$ cat src/rtl/seq_alu.sv
// -----------------------------------------------------------------------------
// seq_alu -- registered execute-stage ALU with valid/ready handshakes and an
// internal NZCV flag register.
//
// Commands: MOV/MVN/ADD/ADC/SUB/SBC/AND/ORR/EOR take one cycle. With the macro
// SEQ_ALU_MUL_EN defined, MUL (1010) is an iterative radix-2 shift-add that
// takes WIDTH cycles. Without the macro, 1010 is an illegal command and the
// multiplier hardware does not exist (busy is tied low).
//
// Ports:
//   clk, rst_n      clock (rising edge), asynchronous active-low reset
//   flush           synchronous abort of in-flight/held op (flags kept)
//   in_valid/ready  input handshake; exe_cmd, s_in, val1, val2 are the op
//   out_valid/ready output handshake; result, status {N,Z,C,V}, out_illegal
//   flags_q         architectural flag register {N,Z,C,V}
//   busy            multiply iteration in progress
// -----------------------------------------------------------------------------
module seq_alu #(
   parameter int WIDTH = 32,
   parameter int CNT_W = 6
) (
   input  logic             clk,
   input  logic             rst_n,
   input  logic             flush,
   input  logic             in_valid,
   output logic             in_ready,
   input  logic [3:0]       exe_cmd,
   input  logic             s_in,
   input  logic [WIDTH-1:0] val1,
   input  logic [WIDTH-1:0] val2,
   output logic             out_valid,
   input  logic             out_ready,
   output logic [WIDTH-1:0] result,
   output logic [3:0]       status,
   output logic             out_illegal,
   output logic [3:0]       flags_q,
   output logic             busy
);

   localparam logic [3:0] CMD_MOV = 4'b0001;
   localparam logic [3:0] CMD_ADD = 4'b0010;
   localparam logic [3:0] CMD_ADC = 4'b0011;
   localparam logic [3:0] CMD_SUB = 4'b0100;
   localparam logic [3:0] CMD_SBC = 4'b0101;
   localparam logic [3:0] CMD_AND = 4'b0110;
   localparam logic [3:0] CMD_ORR = 4'b0111;
   localparam logic [3:0] CMD_EOR = 4'b1000;
   localparam logic [3:0] CMD_MVN = 4'b1001;
   localparam logic [3:0] CMD_MUL = 4'b1010;

   // Elaboration-time parameter sanity checks.
   if (WIDTH < 8) begin : g_width_check
      $error("seq_alu: WIDTH must be at least 8");
   end
   if (2**CNT_W <= WIDTH) begin : g_cnt_w_check
      $error("seq_alu: CNT_W too narrow to count WIDTH multiply iterations");
   end

   typedef enum logic [1:0] {
      ST_IDLE = 2'd0,
      ST_MUL  = 2'd1,
      ST_HOLD = 2'd2
   } state_t;

   state_t           state_q, state_d;
   logic [WIDTH-1:0] result_q, result_d;
   logic [3:0]       status_q, status_d;
   logic             illegal_q, illegal_d;
   logic [3:0]       flags_d;
   logic             in_xfer;

   // Single-cycle ALU
   logic [WIDTH-1:0] op_b;
   logic             cin;
   logic [WIDTH:0]   sum;
   logic             arith_v;
   logic [WIDTH-1:0] alu_res;
   logic             alu_c, alu_v, alu_illegal;
   logic [3:0]       alu_status;

   assign in_xfer = in_valid & in_ready;

`ifdef SEQ_ALU_MUL_EN
   logic [WIDTH-1:0] mcand_q, mcand_d;   // multiplicand, shifted left each step
   logic [WIDTH-1:0] mplier_q, mplier_d; // multiplier, shifted right each step
   logic [WIDTH-1:0] acc_q, acc_d;
   logic [CNT_W-1:0] cnt_q, cnt_d;
   logic             mul_s_q, mul_s_d;   // s_in captured at accept
   logic             start_mul;
   logic             mul_last;
   logic [WIDTH-1:0] acc_step;
   logic [3:0]       mul_status;

   assign start_mul  = (exe_cmd == CMD_MUL);
   assign mul_last   = (cnt_q == CNT_W'(WIDTH - 1));
   assign acc_step   = acc_q + (mplier_q[0] ? mcand_q : '0);
   // MUL leaves C and V as they are in the flag register.
   assign mul_status = {acc_step[WIDTH-1], (acc_step == '0), flags_q[1:0]};
`endif

   // ---------------------------------------------------------------- ALU ---
   always_comb begin
      op_b = val2;
      cin  = 1'b0;
      case (exe_cmd)
         CMD_ADC: cin = flags_q[1];
         // Subtraction as val1 + ~val2 + 1 (SBC: + C), so carry out = NOT borrow.
         CMD_SUB: begin
            op_b = ~val2;
            cin  = 1'b1;
         end
         CMD_SBC: begin
            op_b = ~val2;
            cin  = flags_q[1];
         end
         default: ;
      endcase
      sum     = {1'b0, val1} + {1'b0, op_b} + {{WIDTH{1'b0}}, cin};
      arith_v = (val1[WIDTH-1] == op_b[WIDTH-1]) && (sum[WIDTH-1] != val1[WIDTH-1]);

      alu_res     = '0;
      alu_c       = flags_q[1];
      alu_v       = flags_q[0];
      alu_illegal = 1'b0;
      case (exe_cmd)
         CMD_MOV: alu_res = val2;
         CMD_MVN: alu_res = ~val2;
         CMD_ADD, CMD_ADC, CMD_SUB, CMD_SBC: begin
            alu_res = sum[WIDTH-1:0];
            alu_c   = sum[WIDTH];
            alu_v   = arith_v;
         end
         CMD_AND: alu_res = val1 & val2;
         CMD_ORR: alu_res = val1 | val2;
         CMD_EOR: alu_res = val1 ^ val2;
         default: alu_illegal = 1'b1;  // MUL never takes this path when enabled
      endcase
      alu_status = {alu_res[WIDTH-1], (alu_res == '0), alu_c, alu_v};
   end

   // --------------------------------------------------------- next state ---
   always_comb begin
      state_d = state_q;
      if (flush) begin
         state_d = ST_IDLE;
      end else begin
         case (state_q)
            ST_IDLE, ST_HOLD: begin
               if (in_xfer) begin
                  state_d = ST_HOLD;
`ifdef SEQ_ALU_MUL_EN
                  if (start_mul) state_d = ST_MUL;
`endif
               end else if (state_q == ST_HOLD && out_ready) begin
                  state_d = ST_IDLE;
               end
            end
`ifdef SEQ_ALU_MUL_EN
            ST_MUL: if (mul_last) state_d = ST_HOLD;
`endif
            default: state_d = ST_IDLE;
         endcase
      end
   end

   // ------------------------------------------------------------ outputs ---
   always_comb begin
      in_ready  = ((state_q == ST_IDLE) || (state_q == ST_HOLD && out_ready)) && !flush;
      out_valid = (state_q == ST_HOLD);
`ifdef SEQ_ALU_MUL_EN
      busy      = (state_q == ST_MUL);
`else
      busy      = 1'b0;
`endif
   end

   assign result      = result_q;
   assign status      = status_q;
   assign out_illegal = illegal_q;

   // ----------------------------------------------------------- datapath ---
   always_comb begin
      result_d  = result_q;
      status_d  = status_q;
      illegal_d = illegal_q;
      flags_d   = flags_q;
`ifdef SEQ_ALU_MUL_EN
      mcand_d   = mcand_q;
      mplier_d  = mplier_q;
      acc_d     = acc_q;
      cnt_d     = cnt_q;
      mul_s_d   = mul_s_q;
`endif
      // in_xfer is already gated by flush; the MUL step is gated explicitly.
      if (in_xfer) begin
`ifdef SEQ_ALU_MUL_EN
         if (start_mul) begin
            mcand_d  = val1;
            mplier_d = val2;
            acc_d    = '0;
            cnt_d    = '0;
            mul_s_d  = s_in;
         end else
`endif
         begin
            result_d  = alu_res;
            status_d  = alu_status;
            illegal_d = alu_illegal;
            // Flags follow the result load, not its consumption.
            if (s_in && !alu_illegal) flags_d = alu_status;
         end
      end
`ifdef SEQ_ALU_MUL_EN
      if (!flush && state_q == ST_MUL) begin
         acc_d    = acc_step;
         mcand_d  = mcand_q << 1;
         mplier_d = mplier_q >> 1;
         cnt_d    = cnt_q + CNT_W'(1);
         if (mul_last) begin
            result_d  = acc_step;
            status_d  = mul_status;
            illegal_d = 1'b0;
            if (mul_s_q) flags_d = mul_status;
         end
      end
`endif
   end

   // ---------------------------------------------------------- registers ---
   always_ff @(posedge clk or negedge rst_n) begin
      if (!rst_n) state_q <= ST_IDLE;
      else        state_q <= state_d;
   end

   always_ff @(posedge clk or negedge rst_n) begin
      if (!rst_n) begin
         result_q  <= '0;
         status_q  <= '0;
         illegal_q <= 1'b0;
         flags_q   <= '0;
`ifdef SEQ_ALU_MUL_EN
         mcand_q   <= '0;
         mplier_q  <= '0;
         acc_q     <= '0;
         cnt_q     <= '0;
         mul_s_q   <= 1'b0;
`endif
      end else begin
         result_q  <= result_d;
         status_q  <= status_d;
         illegal_q <= illegal_d;
         flags_q   <= flags_d;
`ifdef SEQ_ALU_MUL_EN
         mcand_q   <= mcand_d;
         mplier_q  <= mplier_d;
         acc_q     <= acc_d;
         cnt_q     <= cnt_d;
         mul_s_q   <= mul_s_d;
`endif
      end
   end

endmodule
$ cat config.mk
export PLATFORM = sky130hd
export DESIGN_NAME = seq_alu
export DESIGN_NICKNAME = d
export VERILOG_FILES = /design/src/rtl/seq_alu.sv
export SDC_FILE = /design/constraint.sdc
export NUM_CORES = 1
export LEC_CHECK = 0
export ABC_AREA = 1
export CORE_MARGIN = 3
export CORE_UTILIZATION = 55
export CTS_CLUSTER_SIZE = 8
export DETAILED_ROUTE_END_ITERATION = 8
export GPL_TIMING_DRIVEN = 0
export PLACE_DENSITY = 0.82
export SETUP_SLACK_MARGIN = 0.4
export SLEW_MARGIN = 20
export SYNTH_ARGS = -nofsm -noshare
export SYNTH_HDL_FRONTEND = slang
export SYNTH_SLANG_ARGS = --single-unit
$ cat constraint.sdc
create_clock -name clk -period 4.5 [get_ports clk]
set_input_delay 0.9 -clock clk [delete_from_list [all_inputs] [get_ports clk]]
set_output_delay 0.9 -clock clk [all_outputs]
set_load 0.02 [all_outputs]
Word-level counts from Yosys, hierarchy flattened. Index checks and enable logic that the tools add are counted.

Add/sub/neg operators: 2. $mul: 0. Divide/modulo/power cells: 0. $lt $le $gt $ge: 0. Equality and inequality tests: 13. Shifts and indexed selects: 0. Muxes and demuxes: 10. Bitwise logic cells: 5. Reduce and logical (&&, ||, !) cells: 14.

Operators with widths (number): $pmux W32 S6 (1); $add A32 B32 Y33 (1); $add A33 B1 Y33 (1); $and A32 B32 Y32 (1); $logic_not A32 Y1 (1); $mux W32 (1); $not A32 Y32 (1); $or A32 B32 Y32 (1); $xor A32 B32 Y32 (1); $eq A4 B3 Y1 const B (4); $reduce_or A9 Y1 (1); $eq A4 B2 Y1 const B (2); $eq A4 B4 Y1 const B (2); $mux W2 (4); $reduce_or A2 Y1 (3); $eq A4 B1 Y1 const B (1); $logic_and A1 B1 Y1 (4); $ne A4 B4 Y1 const B (1); $reduce_or A4 Y1 (1); $mux W1 (3); $eq A2 B2 Y1 const B (1); $logic_not A2 Y1 (1); $pmux W1 S2 (1); $reduce_and A2 Y1 (1); other kinds (5) (5).

Register bits: 43. Bits in latches: 0. RAM bits: 0. Memory bits (read-only): 0. Bits of input ports: 74. Output and inout bits: 44. Logic and storage cells: 49. Memories kept: 0.

Logic depth before layout (Yosys ltp).
Depth in word-level cells: 8. Mapped depth: 24. Mapped depth without buffers: 23.

Worst setup path after synthesis. No wires, ideal clock.

Path type: input to register. From: input port exe_cmd[2]. To: register status_q[2] (netlist: status[2]). Library setup time: 0.066 ns. Arrival: 3.757 ns. Data required time: 4.434 ns. Setup slack: 0.677 ns. Stages on the path: 17. Path buffers: 1. Cells stage by stage: inv_1 > nor2_1 > nand2_2 > buf_1 > xor2_1 > fa_1 > fa_1 > nand3_1 > nand3_1 > or2_2 > nand3_1 > nand3_1 > nor2_1 > nand3_1 > nor3_2 > nand4_1 > nand2_1.

Cells in the longest elaborated chain, start to end: 7. Elaborated cells on any way between the ends: 18. Those cells by class: add/sub (2); eq/ne (9); mux (3); reduce/logical (4).

Ends and longest elaborated chain: start, declared (line 27) `input logic [3:0] exe_cmd,`; $eq A4 B3 Y1 (line 105, 125); $reduce_or A2 Y1 (no line); $mux W32; $add A32 B32 Y33 (line 118) `sum = {1'b0, val1} + {1'b0, op_b} + {{WIDTH{1'b0}}, cin};`; $add A33 B1 Y33 (line 118); $pmux W32 S6 (*) (line 125) `case (exe_cmd)`; $logic_not A32 Y1 (*) (line 138) `alu_status = {alu_res[WIDTH-1], (alu_res == '0), alu_c, alu_v};`; end signal, assigned (line 250) `status_q <= status_d;`; end, declared (line 67) `logic [3:0] status_q, status_d;`.

Every way passes the cells marked *; elsewhere a longest branch is shown, timed or not. A chain may end at the register's enable or synchronous reset.

Final worst setup path.
From: input port exe_cmd[3]. To: register status_q[2] (netlist: status[2]).

Same word-level chain as after synthesis.

==> metrics.yaml <==
fmax_ghz: 0.2568
ir_worst_vdd_mv: 0.2803
setup_tns_ns: 0
clk_latency_ns: 0.28
dp.cells: 1494
num_vias: 7895
h-tree-depth: 2
synth_area_per_cell_um2: 5.725
clock_sinks: 41
ios: 118
syn2layout_area_growth_pct: 26.46
layout_commonest_cell: "nand2_1"
async_reset_ff_frac: 1.000
port_buffers: 116
final_max_slew_viol_count: 0
final_cells: 1516
startpoint_type: "input pin"
clock_skew_ns: 0.001688
leakage_nw: 5.029
nets: 1518
grt_start_max_net_pins: 34
grt_first_pass_wirelength_um: 36450
syn_area_um2: 6922
drive_above_1_share: 0.07122
ys_ff_latch: 41
synth_xor_area_frac: 0.04049
vias_per_cell: 5.208
setup_violations: 0
crit_fanout: 10
drt-met1-wl_um: 9540
antenna_left: 0
start_util: 0.5691
die_h_um: 118.2
min_path_type: "in2async"
met2WireLength_um: 10450
dr.pass1.iters: 5
cts-root-buf: "clkbuf_16"
power_density_nw_per_um2: 231.6
place_ws_ns: -0.8610
cp-end-kind: "flip-flop"
grt_overflow_total: 0
crit_type: "in2reg"
cpMostUsedCell: "nand2_1"
synth_top_family_by_area: "simple AND/OR/NAND/NOR gates"
synth_compound_gate_area_share: 0.08550
avgRoutedWirePerCell_um: 14.98
synthMuxAreaShare: 0
synthFlopType: "dfrtp_1"
setup_ws_ns: 0.6063
diodes: 0
worstPathCellList: "clkdlybuf4s15_1 -> nor2_1 -> nand2_2 -> nand2_4 -> buf_8 -> a32o_2 -> fa_2 -> fa_2 -> buf_4 -> nand3_1 -> nand3_2 -> nand2_1 -> nand3_1 -> nand3_2 -> nand2_1 -> nor2_1 -> nand2_1 -> nor2_2 -> nand4_1 -> nand2_1"
drcViolationCount: 0
gp_congestion: 0.9790
arrival_ns: 4.12
layout_common_cells: "nand2_1, inv_1, clkdlybuf4s50_1"
core_um2: 12160
fin_crit_ns: 3.894
ctsHoldBuffers: 0
antenna_found_initial: 0
rsz0062_at_grt: "false"
cap_violations: 0
std_cell_rows: 40
status: "complete, no violations"
clk_pin_slew_ns: 0.06
worst_path_max_delay_cell: "fa_2"
yosysWarnings: 0
drt_iter0_markers: 663
numCtsBuffers: 5
die_area_um2: 13970
globalRouteTotalUtil: 0.3209
cts_tree: "built"
synth_edf_count: 0
synth_cell_types: 40
dr.max_layer_used: "met4"
synthSimpleGateAreaFrac: 0.4035
synth_seq_area_share: 0.1482
synth-adder-area-share: 0.1775
critPathRequiredTime_ns: 4.72
period_share: 0.8653
maxSlewHeadroom: 0.4942
syn-instance-count: 1209
hold_ws_ns: 0.4617
wirelength_um: 22710
tightest_slew_ns: 0.7587
n_fill_cell: 1116
synth_nets: 1380
cts.path.max_buffers: 2
cpPeakStageDelay_ns: 0.41
met3WireLength_um: 1515
grt_pass1_vias: 7516
fp.dieW_um: 118.2
dp.final_hpwl_um: 18590
hold_viol: 0
-- state kept, by name, indices dropped and copies added, names as in the netlist --
signal / count
state_q: 1
status: 3
out_illegal: 1
result: 32
flags_q: 4
-- final cells by class --
cell class	instances	area, um^2	area share
Inverter	225	844.6	0.09648
Timing Repair Buffer	131	1271	0.1452
Tap cell	168	210.2	0.02401
Buffer	28	173.9	0.01987
Clock buffer	6	138.9	0.01587
Multi-Input combinational cell	915	5051	0.5770
Clock inverter	2	37.54	0.004288
Sequential cell	41	1026	0.1172
-- report_power, final --
part / internal [W] / switching, W / leakage (nW)
registers: 0.000435 / 0.0000384 / 0.530
clock network: 0.000277 / 0.000144 / 0.0831
logic: 0.000452 / 0.000681 / 4.42
-- synthesized netlist by cell type, types with 2 or more instances --
library cell    n  area share
nand2_1       481        0.26
inv_1         222        0.12
ha_1           95        0.17
nor2_1         84       0.046
nand3_1        67       0.048
o21ai_0        49       0.035
dfrtp_1        41        0.15
xor2_1         32       0.040
a21oi_1        21       0.015
nand4_1        15       0.014
a211oi_1       12       0.013
nor3_1         12      0.0087
nand3b_1       11       0.012
clkbuf_1        9      0.0049
buf_1           6      0.0033
buf_2           6      0.0043
buf_6           4      0.0065
o22ai_1         4      0.0036
a22o_1          3      0.0038
buf_4           3      0.0033
inv_2           3      0.0016
o211ai_1        3      0.0033
and2_1          2      0.0018
fa_1            2      0.0058
nand2_2         2      0.0018
nand2_4         2      0.0033
nor2_2          2      0.0018
nor3_2          2      0.0029
o21ai_1         2      0.0014
or2_2           2      0.0018
-- kinds of logic (layout without fill, tap and decap cells) --
family                     Yosys count  count (layout)
AOI/OAI and AO/OA                  102             102
xor gates and xnor gates            32              32
adders and majority gates           97              97
buffers and inverters              253             392
DFF                                 41              41
other                                1               1
and+or+nand+nor                    683             683
-- metal layers --
| layer | vias up | GRT usage |
|---|---|---|
| met1 | 3519 | 0.4007 |
| li1 | 3997 | - |
| met5 | - | 0 |
| met2 | 304 | 0.5438 |
| met4 | 0 | 0.1516 |
| met3 | 75 | 0.04593 |
-- critical path, delay by kind of cell --
| kind | cells | cell delay, ns |
|---|---|---|
| AO/OA/AOI/OAI | 1 | 0.26 |
| buffers and inverters | 3 | 0.57 |
| adder cells (fa/ha/maj) | 2 | 0.80 |
| AND/OR/NAND/NOR | 14 | 1.59 |
-- worst paths after layout --
| path | from | end | slack, ns | depth (start not counted) |
|---|---|---|---|---|
| setup / recovery | exe_cmd[3] | status[2] | 0.61 | 20 |
| hold reg to reg | result[12] | result[12] | 0.48 | 2 |
| hold / removal | rst_n | result[25] | 0.46 | 1 |
| setup reg to reg | flags_q[1] | status[2] | 1.52 | 15 |
| min in group clk | result[12] | result[12] | 0.48 | 2 |
| max in group asynchronous | rst_n | result[7] | 3.60 | 2 |
-- per-stage QoR --
step	instance area, um^2	utilization	total power (W)
CTS	8569	0.7046	0.001989
detailed placement	8308	0.6831	0.001550
finish	8753	0.7198	0.002027
floorplan	6922	-	0.001129
global route	8753	0.7198	0.002182
global placement	8293	0.6819	0.001531
-- what timing repair did --
| action | in CTS | in global routing |
|---|---|---|
| setup endpoints to repair | 29 | 6 |
| gates resized for setup | 20 | 42 |
| buffers inserted | 5 | 9 |
| pin swaps | 5 | 11 |
(Power assumes the default switching activity.)
